--- src/rtl/uart_receiver.sv ---
// 8N1 UART receiver: two-flop synchronised rx, mid-bit sampling, one-cycle
// valid / frame_err strobes. DataOUT holds the last good byte.
module uart_receiver #(
  parameter int CLKS_PER_BIT = 16
) (
  input  logic       CLK,
  input  logic       Reset,
  input  logic       EN,
  input  logic       rx,
  output logic [7:0] DataOUT,
  output logic       valid,
  output logic       frame_err,
  output logic       busy
);

  localparam int CW = (CLKS_PER_BIT > 2) ? $clog2(CLKS_PER_BIT) : 1;
  localparam logic [CW-1:0] HALF_M1 = CW'(CLKS_PER_BIT / 2 - 1);
  localparam logic [CW-1:0] LAST    = CW'(CLKS_PER_BIT - 1);

  typedef enum logic [1:0] {IDLE, START, DATA, STOP} state_t;

  state_t          r_state;
  logic            r_sync1, r_sync2, r_prev;
  logic [CW-1:0]   r_cnt;
  logic [2:0]      r_bidx;
  logic [7:0]      r_shreg;
  logic [7:0]      r_data;
  logic            r_valid, r_ferr, r_busy;

  logic            w_rx_s;
  logic            w_fall;
  logic            w_cnt_half;
  logic            w_cnt_last;

  assign w_rx_s     = r_sync2;
  assign w_fall     = EN && !w_rx_s && r_prev;
  assign w_cnt_half = (r_cnt == HALF_M1);
  assign w_cnt_last = (r_cnt == LAST);

  always_ff @(posedge CLK) begin
    if (Reset) begin
      r_state <= IDLE;
      r_sync1 <= 1'b1;
      r_sync2 <= 1'b1;
      r_prev  <= 1'b1;
      r_cnt   <= '0;
      r_bidx  <= '0;
      r_shreg <= '0;
      r_data  <= '0;
      r_valid <= 1'b0;
      r_ferr  <= 1'b0;
      r_busy  <= 1'b0;
    end else begin
      r_sync1 <= rx;
      r_sync2 <= r_sync1;
      r_prev  <= w_rx_s;
      r_valid <= 1'b0;
      r_ferr  <= 1'b0;
      case (r_state)
        // Edge-triggered start so a line stuck low (break) cannot retrigger.
        IDLE: begin
          if (w_fall) begin
            r_state <= START;
            r_cnt   <= '0;
            r_busy  <= 1'b1;
          end
        end
        START: begin
          if (w_cnt_half) begin
            r_cnt <= '0;
            if (!w_rx_s) begin
              r_state <= DATA;
              r_bidx  <= '0;
            end else begin
              r_state <= IDLE;
              r_busy  <= 1'b0;
            end
          end else begin
            r_cnt <= r_cnt + CW'(1);
          end
        end
        DATA: begin
          if (w_cnt_last) begin
            r_shreg <= {w_rx_s, r_shreg[7:1]};
            r_cnt   <= '0;
            r_bidx  <= r_bidx + 3'd1;
            if (r_bidx == 3'd7) r_state <= STOP;
          end else begin
            r_cnt <= r_cnt + CW'(1);
          end
        end
        STOP: begin
          if (w_cnt_last) begin
            r_state <= IDLE;
            r_cnt   <= '0;
            r_busy  <= 1'b0;
            if (w_rx_s) begin
              r_data  <= r_shreg;
              r_valid <= 1'b1;
            end else begin
              r_ferr  <= 1'b1;
            end
          end else begin
            r_cnt <= r_cnt + CW'(1);
          end
        end
        default: begin
          r_state <= IDLE;
          r_busy  <= 1'b0;
        end
      endcase
    end
  end

  assign DataOUT   = r_data;
  assign valid     = r_valid;
  assign frame_err = r_ferr;
  assign busy      = r_busy;

endmodule

--- config.mk ---
export PLATFORM = sky130hd
export DESIGN_NAME = uart_receiver
export DESIGN_NICKNAME = d
export VERILOG_FILES = /design/src/rtl/uart_receiver.sv
export SDC_FILE = /design/constraint.sdc
export NUM_CORES = 1
export LEC_CHECK = 0
export CAP_MARGIN = 10
export CORE_MARGIN = 8
export CORE_UTILIZATION = 40
export DETAILED_ROUTE_END_ITERATION = 10
export RECOVER_POWER = 25
export SYNTH_ARGS = -nofsm -noshare
export SYNTH_HDL_FRONTEND = slang
export SYNTH_SLANG_ARGS = --single-unit
--- constraint.sdc ---
create_clock -name CLK -period 1.6 [get_ports CLK]
set_clock_uncertainty 0.2 [all_clocks]
set_input_delay 0.32 -clock CLK [delete_from_list [all_inputs] [get_ports CLK]]
set_output_delay 0.32 -clock CLK [all_outputs]
set_load 0.01 [all_outputs]
======== After elaboration in Yosys (flattened, before gate mapping) ========
Cells that the tools add are included.
W data, S select, Z words.
operators by class
  equality and inequality tests ........... 13
  reductions and logical operators ........ 13
  bitwise gates (word level) .............. 2
  muxes and demuxes ....................... 22
  add/subtract/negate cells ............... 2
operators by type and width
  cell                   count
  $ne A2 B2 Y1 const B   7
  $mux W2                6
  $mux W4                3
  $pmux W4 S3            1
  $reduce_and A5 Y1      2
  $mux W3                3
  $pmux W2 S4            1
  $mux W1                6
  $pmux W3 S2            1
  $add A4 B1 Y4 const B  1
  $eq A2 B2 Y1 const B   2
  $eq A4 B3 Y1 const B   1
  $eq A4 B4 Y1 const B   1
  $reduce_and A4 Y1      1
  $add A3 B1 Y3 const B  1
  $eq A3 B3 Y1 const B   1
  $pmux W1 S3            1
  $reduce_and A3 Y1      1
  $reduce_bool A3 Y1     1
  $reduce_or A3 Y1       1
  $eq A2 B1 Y1 const B   1
  $logic_and A1 B1 Y1    2
  $logic_not A2 Y1       1
  $not A1 Y1             2
  other kinds (4)        4
storage, ports and cells
  bits of input ports ..................... 4
  register bits ........................... 31
  output and inout bits ................... 11

======== Longest topological paths before layout ========
Gate-level depths: netlist of the first run.
  depth after elaboration ................. 5
  mapped depth ............................ 6

======== Least setup slack after synthesis of the first run ========
OpenSTA, ideal clock, no wires.
  path kind ............................... register to register
  start point ............................. reg r_cnt[0]
  end point ............................... reg r_data[6], in the netlist DataOUT[6]
  path slack .............................. -17 ps
  buffers on the path ..................... 1
  cell stages (with the launch flop) ...... 6
  data arrival time ....................... 1284 ps
  data required time ...................... 1268 ps
  cells stage by stage .................... dfxtp_1 -> ha_1 -> nand4_1 -> clkbuf_1 -> o21ai_0 -> a21oi_1
on the way
  word-level cells in the longest chain between the ends .. 2
ends and longest elaborated chain
  item                         RTL line  RTL
  from (decl)                  24        logic [CW-1:0] r_cnt;
  from (signal assigned)       79        r_cnt <= r_cnt + CW'(1);
  from (signal assigned)       89        r_cnt <= r_cnt + CW'(1);
  from (signal assigned)       104       r_cnt <= r_cnt + CW'(1);
  $eq A4 B4 Y1                 38        assign w_cnt_last = (r_cnt == LAST);
  $reduce_and A3 Y1 (no line)  n/a
  to (signal assigned)         98        r_data <= r_shreg;
  to (decl)                    27        logic [7:0] r_data;
Every way passes these cells.
A chain may end at the register's enable or synchronous reset.

==> metrics.json, run 1 <==
{
  "status": "completed",
  "synthesis.area_per_instance_um2": 8.75,
  "layout.cells.most_common": "sky130_fd_sc_hd__dfxtp_1",
  "drt-initial-drc-count": 74,
  "criticalPathCategory": "reg -> reg",
  "global_route.overflow_total": 0,
  "areaGrowthSynthToFinish_pct": 25.7,
  "slew_headroom": 0.783,
  "worst-r2r-setup-slack_ns": 0.05,
  "setup_repair_after_global_routing_missed_its_margin": "yes",
  "dp.cells": 215,
  "number_of_input_and_output_port_buffers_inserted": 14,
  "detail_route.wl_per_cell_um": 13.9,
  "utilization": 0.519,
  "hold_path_class": "reg -> reg",
  "layout-drive-gt1-share": 0.203,
  "vias": 1195,
  "antenna_cells": 0,
  "die_area_mm2": 0.00551,
  "slew_viol_final": 0,
  "gpl.final_weighted_congestion": 0.777,
  "tritoncts": "built",
  "groute.usage.overall": 0.128,
  "flip_flop_and_latch_count_after_synthesis": 31,
  "maximum_number_of_pins_on_one_net_before_global_route_repair": 21,
  "end_kind": "flop",
  "core_region_area_mm2": 0.00328,
  "cts.sink_count": 31,
  "yosysUniqueCellTypes": 36,
  "cp_num_buf_inv": 0,
  "fp-row-count": 21,
  "critical_path.top_delay_family": "simple AND/OR/NAND/NOR gates",
  "min_period_ns": 1.55,
  "first_pass_grt_wire_length_um": 5450,
  "synth_nets": 162,
  "final_antenna_net_count": 0,
  "ctsHtreeMaxLevel": 2,
  "worst_hold_slack_across_all_endpoints_ns": 0.223,
  "ir_drop_mv": 0.543,
  "floorplan.die.width_um": 74.2,
  "clock_tree.root_cell": "sky130_fd_sc_hd__clkbuf_4",
  "layout.nets": 183,
  "seq_area_frac_synth": 0.458,
  "dp.final_hpwl_um": 2220,
  "timing.final.setup_violations": 0,
  "finalWirelength_um": 3100,
  "tritoncts.num_buffers": 5,
  "cts_setup_buffers": 0,
  "p_per_area_mw_per_mm2": 874,
  "crit_path_max_incr_delay_ns": 0.53,
  "report.final.hold_viol_count": 0,
  "route.detailed.drc": 0,
  "cts_buffer_depth": 2,
  "drv.max_cap_violation_count": 0,
  "timing.critical_path.from_type": "flop",
  "die_y_um": 74.2,
  "cellLeakagePower_nw": 0.627,
  "timing.critical_path.required_ns": 1.67,
  "transition_time_at_the_pin_with_the_least_slew_margin_ns": 0.325,
  "worstPathCellList": "or4b_4, a21oi_4, mux2i_1",
  "top_library_cells_by_usage_in_the_layout_fill_and_taps_aside": "26 x sky130_fd_sc_hd__dfxtp_1, 22 x sky130_fd_sc_hd__nand3_1, 19 x sky130_fd_sc_hd__a21oi_1, 15 x sky130_fd_sc_hd__o21ai_0, 11 x sky130_fd_sc_hd__dlygate4sd2_1",
  "arrival_ns": 1.62,
  "netlist_instances": 155,
  "clock_input_transition_at_the_sequential_cells_of_the_worst_setup_and_hold_paths_ns": 0.10,
  "top_level_ports": 15,
  "synth.cell_area_mm2": 0.00136,
  "drt-pass1-iter-count": 4,
  "final_clock_period_utilization_by_the_worst_path": 0.969,
  "timing.critical_path.fanout_max": 5,
  "power.total_mw": 1.49,
  "timing.critical_path.slowest_stage_cell": "sky130_fd_sc_hd__or4b_4",
  "antenna_found_initial": 0,
  "total_negative_setup_slacks_ns": 0,
  "vias_in_the_first_global_route": 1161,
  "avgViaCountPerCell": 5.36,
  "synthesis.yosys.warnings": 0,
  "floorplan.initialDensity": 0.413,
  "insertion_delay_ns": 0.33,
  "fmaxAchievable_mhz": 645,
  "finalNonFillerCells": 223
}
cell type report:
cell class                      count  area, um2
Clock buffer                        6       51.3
Clock inverter                      2       35.0
Tap cell                           46       57.6
Timing Repair Buffer               27        245
Multi-Input combinational cell    109        682
Sequential cell                    31        627
Inverter                            2       7.51
Fill cell                         329       1580
final timing paths:
kind	start	end	cells past startpoint
max	flop	r_bidx[1]	3
min reg2reg	r_sync1	r_sync2	1
max reg2reg	flop	r_bidx[1]	3
min	r_sync1	r_sync2	1
per-layer routing:
layer,track usage,up-vias,part of all wire,wire (um)
met5,0,-,0,0
met4,0.0457,0,0.015,46
met3,0.0404,5,0.046,142
met2,0.212,23,0.50,1550
met1,0.150,568,0.44,1360
li1,-,599,-,-
through the flow:
stage,cell area [um2],worst slack [ns]
finish,1710,0.0489
global placement,1610,-0.0409
floorplan,1360,0.0193
detailed placement,1610,-0.164
CTS,1700,0.0194
global route,1710,-0.0267
worst register-to-register path, stage by stage (launching register included):
cell and delay [ns]:
sky130_fd_sc_hd__dfxtp_2 0.35, sky130_fd_sc_hd__or4b_4 0.53, sky130_fd_sc_hd__a21oi_4 0.22, sky130_fd_sc_hd__mux2i_1 0.20
cells in the mapped netlist (all sizes together):
cell,number,share of area
dfxtp,31,0.46
nand3,22,0.081
a21oi,20,0.082
o21ai,17,0.063
buf,7,0.032
nand2,7,0.019
clkbuf,6,0.017
nand3b,5,0.028
nor2,5,0.014
or2,5,0.023
ha,3,0.028
mux2i,3,0.022
nand2b,3,0.014
nand4b,2,0.013
nor3,2,0.0074
a211oi,1,0.0055
a31o,1,0.0065
a41oi,1,0.0065
and2,1,0.0046
and4,1,0.0065
clkinv,1,0.0028
inv,1,0.0028
nand4,1,0.0046
nand4bb,1,0.0083
nor2b,1,0.0046
nor4b,1,0.0065
o21a,1,0.0055
o221ai,1,0.0065
o31ai,1,0.0055
or3b,1,0.0065
or4b,1,0.010
xor2,1,0.0065
registers in the layout, summed over array words and instances (netlist names), named ones only:
| name | count |
|---|---|
| r_bidx | 3 |
| frame_err | 1 |
| busy | 1 |
| valid | 1 |
| r_sync1 | 1 |
| r_shreg | 8 |
| r_cnt | 4 |
| r_sync2 | 1 |
| r_state | 1 |
| DataOUT | 8 |
| r_prev | 1 |
timing repair:
item / in CTS / in global routing
pin swaps: 0 / 1
resized for setup: 12 / 9
endpoints found under the setup margin: 16 / 18
hold buffers: 0 / 0
endpoints found under the hold margin: 0 / 0
power breakdown:
group | total, mW | switching (mW) | internal (mW)
registers | 0.783 | 0.00528 | 0.778
logic | 0.0671 | 0.0358 | 0.0313
clock network | 0.641 | 0.272 | 0.369
cell families (layout without fill, tap and decap cells):
| logic type | after synthesis | count (layout) | synth area share |
|---|---|---|---|
| xor gates and xnor gates | 1 | 1 | 0.00646 |
| buffers and inverters | 15 | 37 | 0.0544 |
| muxes | 3 | 3 | 0.0221 |
| AOI/OAI and AO/OA | 43 | 43 | 0.181 |
| DFF | 31 | 31 | 0.458 |
| and+or+nand+nor | 59 | 59 | 0.251 |
| adders and majority gates | 3 | 3 | 0.0277 |
Power figures use the tool's default switching activity.
==> run 2, diff against run 1 <==
--- a/config.mk
+++ b/config.mk
@@ -9,7 +9,7 @@
 export CORE_MARGIN = 8
 export CORE_UTILIZATION = 40
 export DETAILED_ROUTE_END_ITERATION = 10
-export RECOVER_POWER = 25
+export RECOVER_POWER = 50
 export SYNTH_ARGS = -nofsm -noshare
 export SYNTH_HDL_FRONTEND = slang
 export SYNTH_SLANG_ARGS = --single-unit
==> results of run 2 <==
The final DEF is identical to that of run 1; final timing and power are the same.
==> run 3, diff against run 2 <==
--- a/config.mk
+++ b/config.mk
@@ -7,8 +7,9 @@
 export LEC_CHECK = 0
 export CAP_MARGIN = 10
 export CORE_MARGIN = 8
-export CORE_UTILIZATION = 40
+export CORE_UTILIZATION = 54
 export DETAILED_ROUTE_END_ITERATION = 10
+export PLACE_DENSITY = 0.77
 export RECOVER_POWER = 50
 export SYNTH_ARGS = -nofsm -noshare
 export SYNTH_HDL_FRONTEND = slang
==> constraint.sdc (replaced) <==
create_clock -name CLK -period 1.5 [get_ports CLK]
set_clock_uncertainty 0.2 [all_clocks]
set_input_delay 0.3 -clock CLK [delete_from_list [all_inputs] [get_ports CLK]]
set_output_delay 0.3 -clock CLK [all_outputs]
set_load 0.01 [all_outputs]
==> run 3 against run 2 <==
Compared with the run above: clock power down 28%; non-clock buffer count is 5 higher; the flow now finishes with violations (negative setup slack); sequential share of layout area decreased by 0.24 points.
==> metrics.json, run 3 (same netlist as run 1, synthesis figures left out) <==
{
  "status": "complete, but fails checks",
  "violations": "negative setup slack",
  "gpl.final_weighted_congestion": {"value": 0.831, "change": "+7.0%"},
  "fmaxAchievable": {"value": 649, "unit": "MHz", "change": "+0.74%"},
  "floorplan.initialDensity": {"value": 0.558, "change": "+0.145"},
  "setup_repair_after_global_routing_missed_its_margin": "yes",
  "cts_setup_buffers": {"value": 0, "change": "unchanged"},
  "final_antenna_net_count": {"value": 0, "change": "unchanged"},
  "areaGrowthSynthToFinish_pct": 26.6,
  "route.detailed.drc": {"value": 0, "change": "unchanged"},
  "crit_path_max_incr_delay": {"value": 0.54, "unit": "ns", "change": "about the same"},
  "worst-r2r-setup-slack": {"value": -0.04, "unit": "ns", "change": "-0.09 ns"},
  "worst_hold_slack_across_all_endpoints": {"value": 0.222, "unit": "ns", "change": "-0.000882 ns"},
  "dp_slack": {"value": -0.156, "unit": "ns", "change": "+0.00782 ns"},
  "power.total": {"value": 1.37, "unit": "mW", "change": "-8.0%"},
  "worstPathCellList": "or4b_4, a21oi_4, mux2i_1",
  "global_route.overflow_total": {"value": 0, "change": "unchanged"},
  "tritoncts.num_buffers": {"value": 5, "change": "unchanged"},
  "timing.critical_path.fanout_max": {"value": 3, "change": "-2"},
  "least_setup_slack_across_all_paths_after_layout": {"value": -0.0398, "unit": "ns", "change": "-0.0887 ns"},
  "layout.cells.most_common": "sky130_fd_sc_hd__dfxtp_1",
  "slew_viol_final": {"value": 0, "change": "unchanged"},
  "cts_hold_repair_buffers": {"value": 0, "change": "unchanged"},
  "seq_area": {"value": 627, "unit": "um2", "change": "unchanged"},
  "rr_worst_depth": {"value": 3, "change": "unchanged"},
  "clock_input_transition_at_the_sequential_cells_of_the_worst_setup_and_hold_paths": {"value": 0.09, "unit": "ns", "change": "about the same"},
  "vias": {"value": 1231, "change": "+3.0%"},
  "antenna_cells": {"value": 0, "change": "unchanged"},
  "wl_met3": {"value": 178, "unit": "um", "change": "+25%"},
  "die_area": {"value": 0.00437, "unit": "mm2", "change": "-21%"},
  "cellLeakagePower": {"value": 0.625, "unit": "nW", "change": "-0.34%"},
  "drt-initial-drc-count": {"value": 85, "change": "+15%"},
  "core_region_area": {"value": 0.00243, "unit": "mm2", "change": "-26%"},
  "ir_drop": {"value": 0.741, "unit": "mV", "change": "+36%"},
  "clock_tree.root_cell": "sky130_fd_sc_hd__clkbuf_4",
  "vias_in_the_first_global_route": {"value": 1146, "change": "-1.3%"},
  "dp.cells": {"value": 204, "change": "-5.1%"},
  "arrival": {"value": 1.61, "unit": "ns", "change": "about the same"},
  "min_delay_worst_endpoint": "r_sync2",
  "timing.critical_path.slowest_stage_cell": "sky130_fd_sc_hd__or4b_4",
  "timing.critical_path.from_type": "flop",
  "transition_time_at_the_pin_with_the_least_slew_margin": {"value": 0.419, "unit": "ns", "change": "+0.0937 ns"},
  "end_kind": "flop",
  "layout.filler_cells": {"value": 191, "change": "-42%"},
  "groute.usage.overall": {"value": 0.148, "change": "+0.0206"},
  "layout.nets": {"value": 188, "change": "+2.7%"},
  "top_library_cells_by_usage_in_the_layout_fill_and_taps_aside": "26 x sky130_fd_sc_hd__dfxtp_1, 22 x sky130_fd_sc_hd__nand3_1, 17 x sky130_fd_sc_hd__a21oi_1, 14 x sky130_fd_sc_hd__buf_4, 12 x sky130_fd_sc_hd__o21ai_0",
  "report.final.hold_viol_count": {"value": 0, "change": "unchanged"},
  "die_y": {"value": 66.1, "unit": "um", "change": "-11%"},
  "layout-drive-gt1-share": {"value": 0.247, "change": "+0.0439"},
  "met2WireLength": {"value": 1420, "unit": "um", "change": "-8.3%"},
  "insertion_delay": {"value": 0.34, "unit": "ns", "change": "about the same"},
  "finalNonFillerCells": {"value": 212, "change": "-4.9%"},
  "area_occupied_by_multi_input_gates": {"value": 698, "unit": "um2", "change": "+2.4%"},
  "avgViaCountPerCell": {"value": 5.81, "change": "+8.4%"},
  "hold_path_class": "reg -> reg",
  "cp_num_buf_inv": {"value": 0, "change": "unchanged"},
  "top_level_ports": {"value": 15, "change": "unchanged"},
  "p_per_area": {"value": 799, "unit": "mW/mm2", "change": "-8.6%"},
  "floorplan.die.width": {"value": 66.1, "unit": "um", "change": "-11%"},
  "tritoncts": "built",
  "critical_path.top_delay_family": "simple AND/OR/NAND/NOR gates",
  "ctsHtreeMaxLevel": {"value": 2, "change": "unchanged"},
  "timing.final.setup_violations": {"value": 3, "change": "+3"},
  "timing.critical_path.required": {"value": 1.57, "unit": "ns", "change": "-0.10 ns"},
  "hold_path_startpoint": "r_sync1",
  "worst_hold_path.num_cells": {"value": 1, "change": "unchanged"},
  "cts.sink_count": {"value": 31, "change": "unchanged"},
  "dp.final_hpwl": {"value": 2080, "unit": "um", "change": "-6.3%"},
  "number_of_input_and_output_port_buffers_inserted": {"value": 14, "change": "unchanged"},
  "m1WireLength": {"value": 1320, "unit": "um", "change": "-3.4%"},
  "min_period": {"value": 1.54, "unit": "ns", "change": "-0.0113 ns"},
  "drt-pass1-iter-count": {"value": 4, "change": "unchanged"},
  "criticalPathCategory": "reg -> reg",
  "final_clock_period_utilization_by_the_worst_path": {"value": 1.03, "change": "+0.0571"},
  "drv.max_cap_violation_count": {"value": 0, "change": "unchanged"},
  "first_pass_grt_wire_length": {"value": 5080, "unit": "um", "change": "-6.8%"},
  "highest_layer": "met4",
  "maximum_number_of_pins_on_one_net_before_global_route_repair": {"value": 22, "change": "+4.8%"},
  "antenna_found_initial": {"value": 0, "change": "unchanged"},
  "cts_buffer_depth": {"value": 2, "change": "unchanged"},
  "detail_route.wl_per_cell": {"value": 14.0, "unit": "um", "change": "+0.44%"},
  "r2r_end": "r_bidx[1]",
  "fp-row-count": {"value": 18, "change": "-14%"},
  "finalWirelength": {"value": 2960, "unit": "um", "change": "-4.5%"},
  "slew_headroom": {"value": 0.721, "change": "-0.0619"}
}
## run 3: worst max-delay path by stage
stage          cells after the start          to      from
6_report                           3   r_bidx[1]      flop
4_1_cts                            3   r_bidx[1]      flop
2_1_floorplan                      4   r_bidx[0]  r_cnt[3]
5_1_grt                            3   r_bidx[1]      flop
3_5_place_dp                       4  r_state[0]     Reset
3_3_place_gp                       4  r_state[0]     Reset
## run 3: report_power, final
part           total (mW)  internal, mW  switching (mW)
registers           0.833         0.829         0.00400
clock network       0.460         0.174           0.287
logic              0.0786        0.0375          0.0411
total                1.37          1.04           0.332
## run 3: layout make-up
| type | instances | share of cell area |
|---|---|---|
| inverter | 2 | 0.00437 |
| clock inverter | 3 | 0.00875 |
| clock buffer | 5 | 0.0219 |
| tap | 30 | 0.0219 |
| timing repair buffer | 32 | 0.171 |
| multi-input combinational | 109 | 0.407 |
| sequential | 31 | 0.365 |
## run 3: stage by stage
step | util | TNS [ns] | area (um2)
finish | 0.706 | -0.0737 | 1720
global route | 0.706 | -0.266 | 1720
CTS | 0.698 | -0.0995 | 1700
detailed placement | 0.680 | -0.571 | 1650
global placement | 0.680 | -0.366 | 1650
floorplan | - | -0.188 | 1370
## run 3: per-layer routing
layer / vias up / track usage
met1: 580 / 0.172
met3: 7 / 0.0576
met2: 38 / 0.234
met5: - / 0
li1: 606 / -
met4: 0 / 0.0693
## run 3: what timing repair did
item | in CTS | in global routing
gates resized for setup | 14 | 19
endpoints found under the setup margin | 17 | 27
pin swaps | 2 | 0
gates cloned | 0 | 0
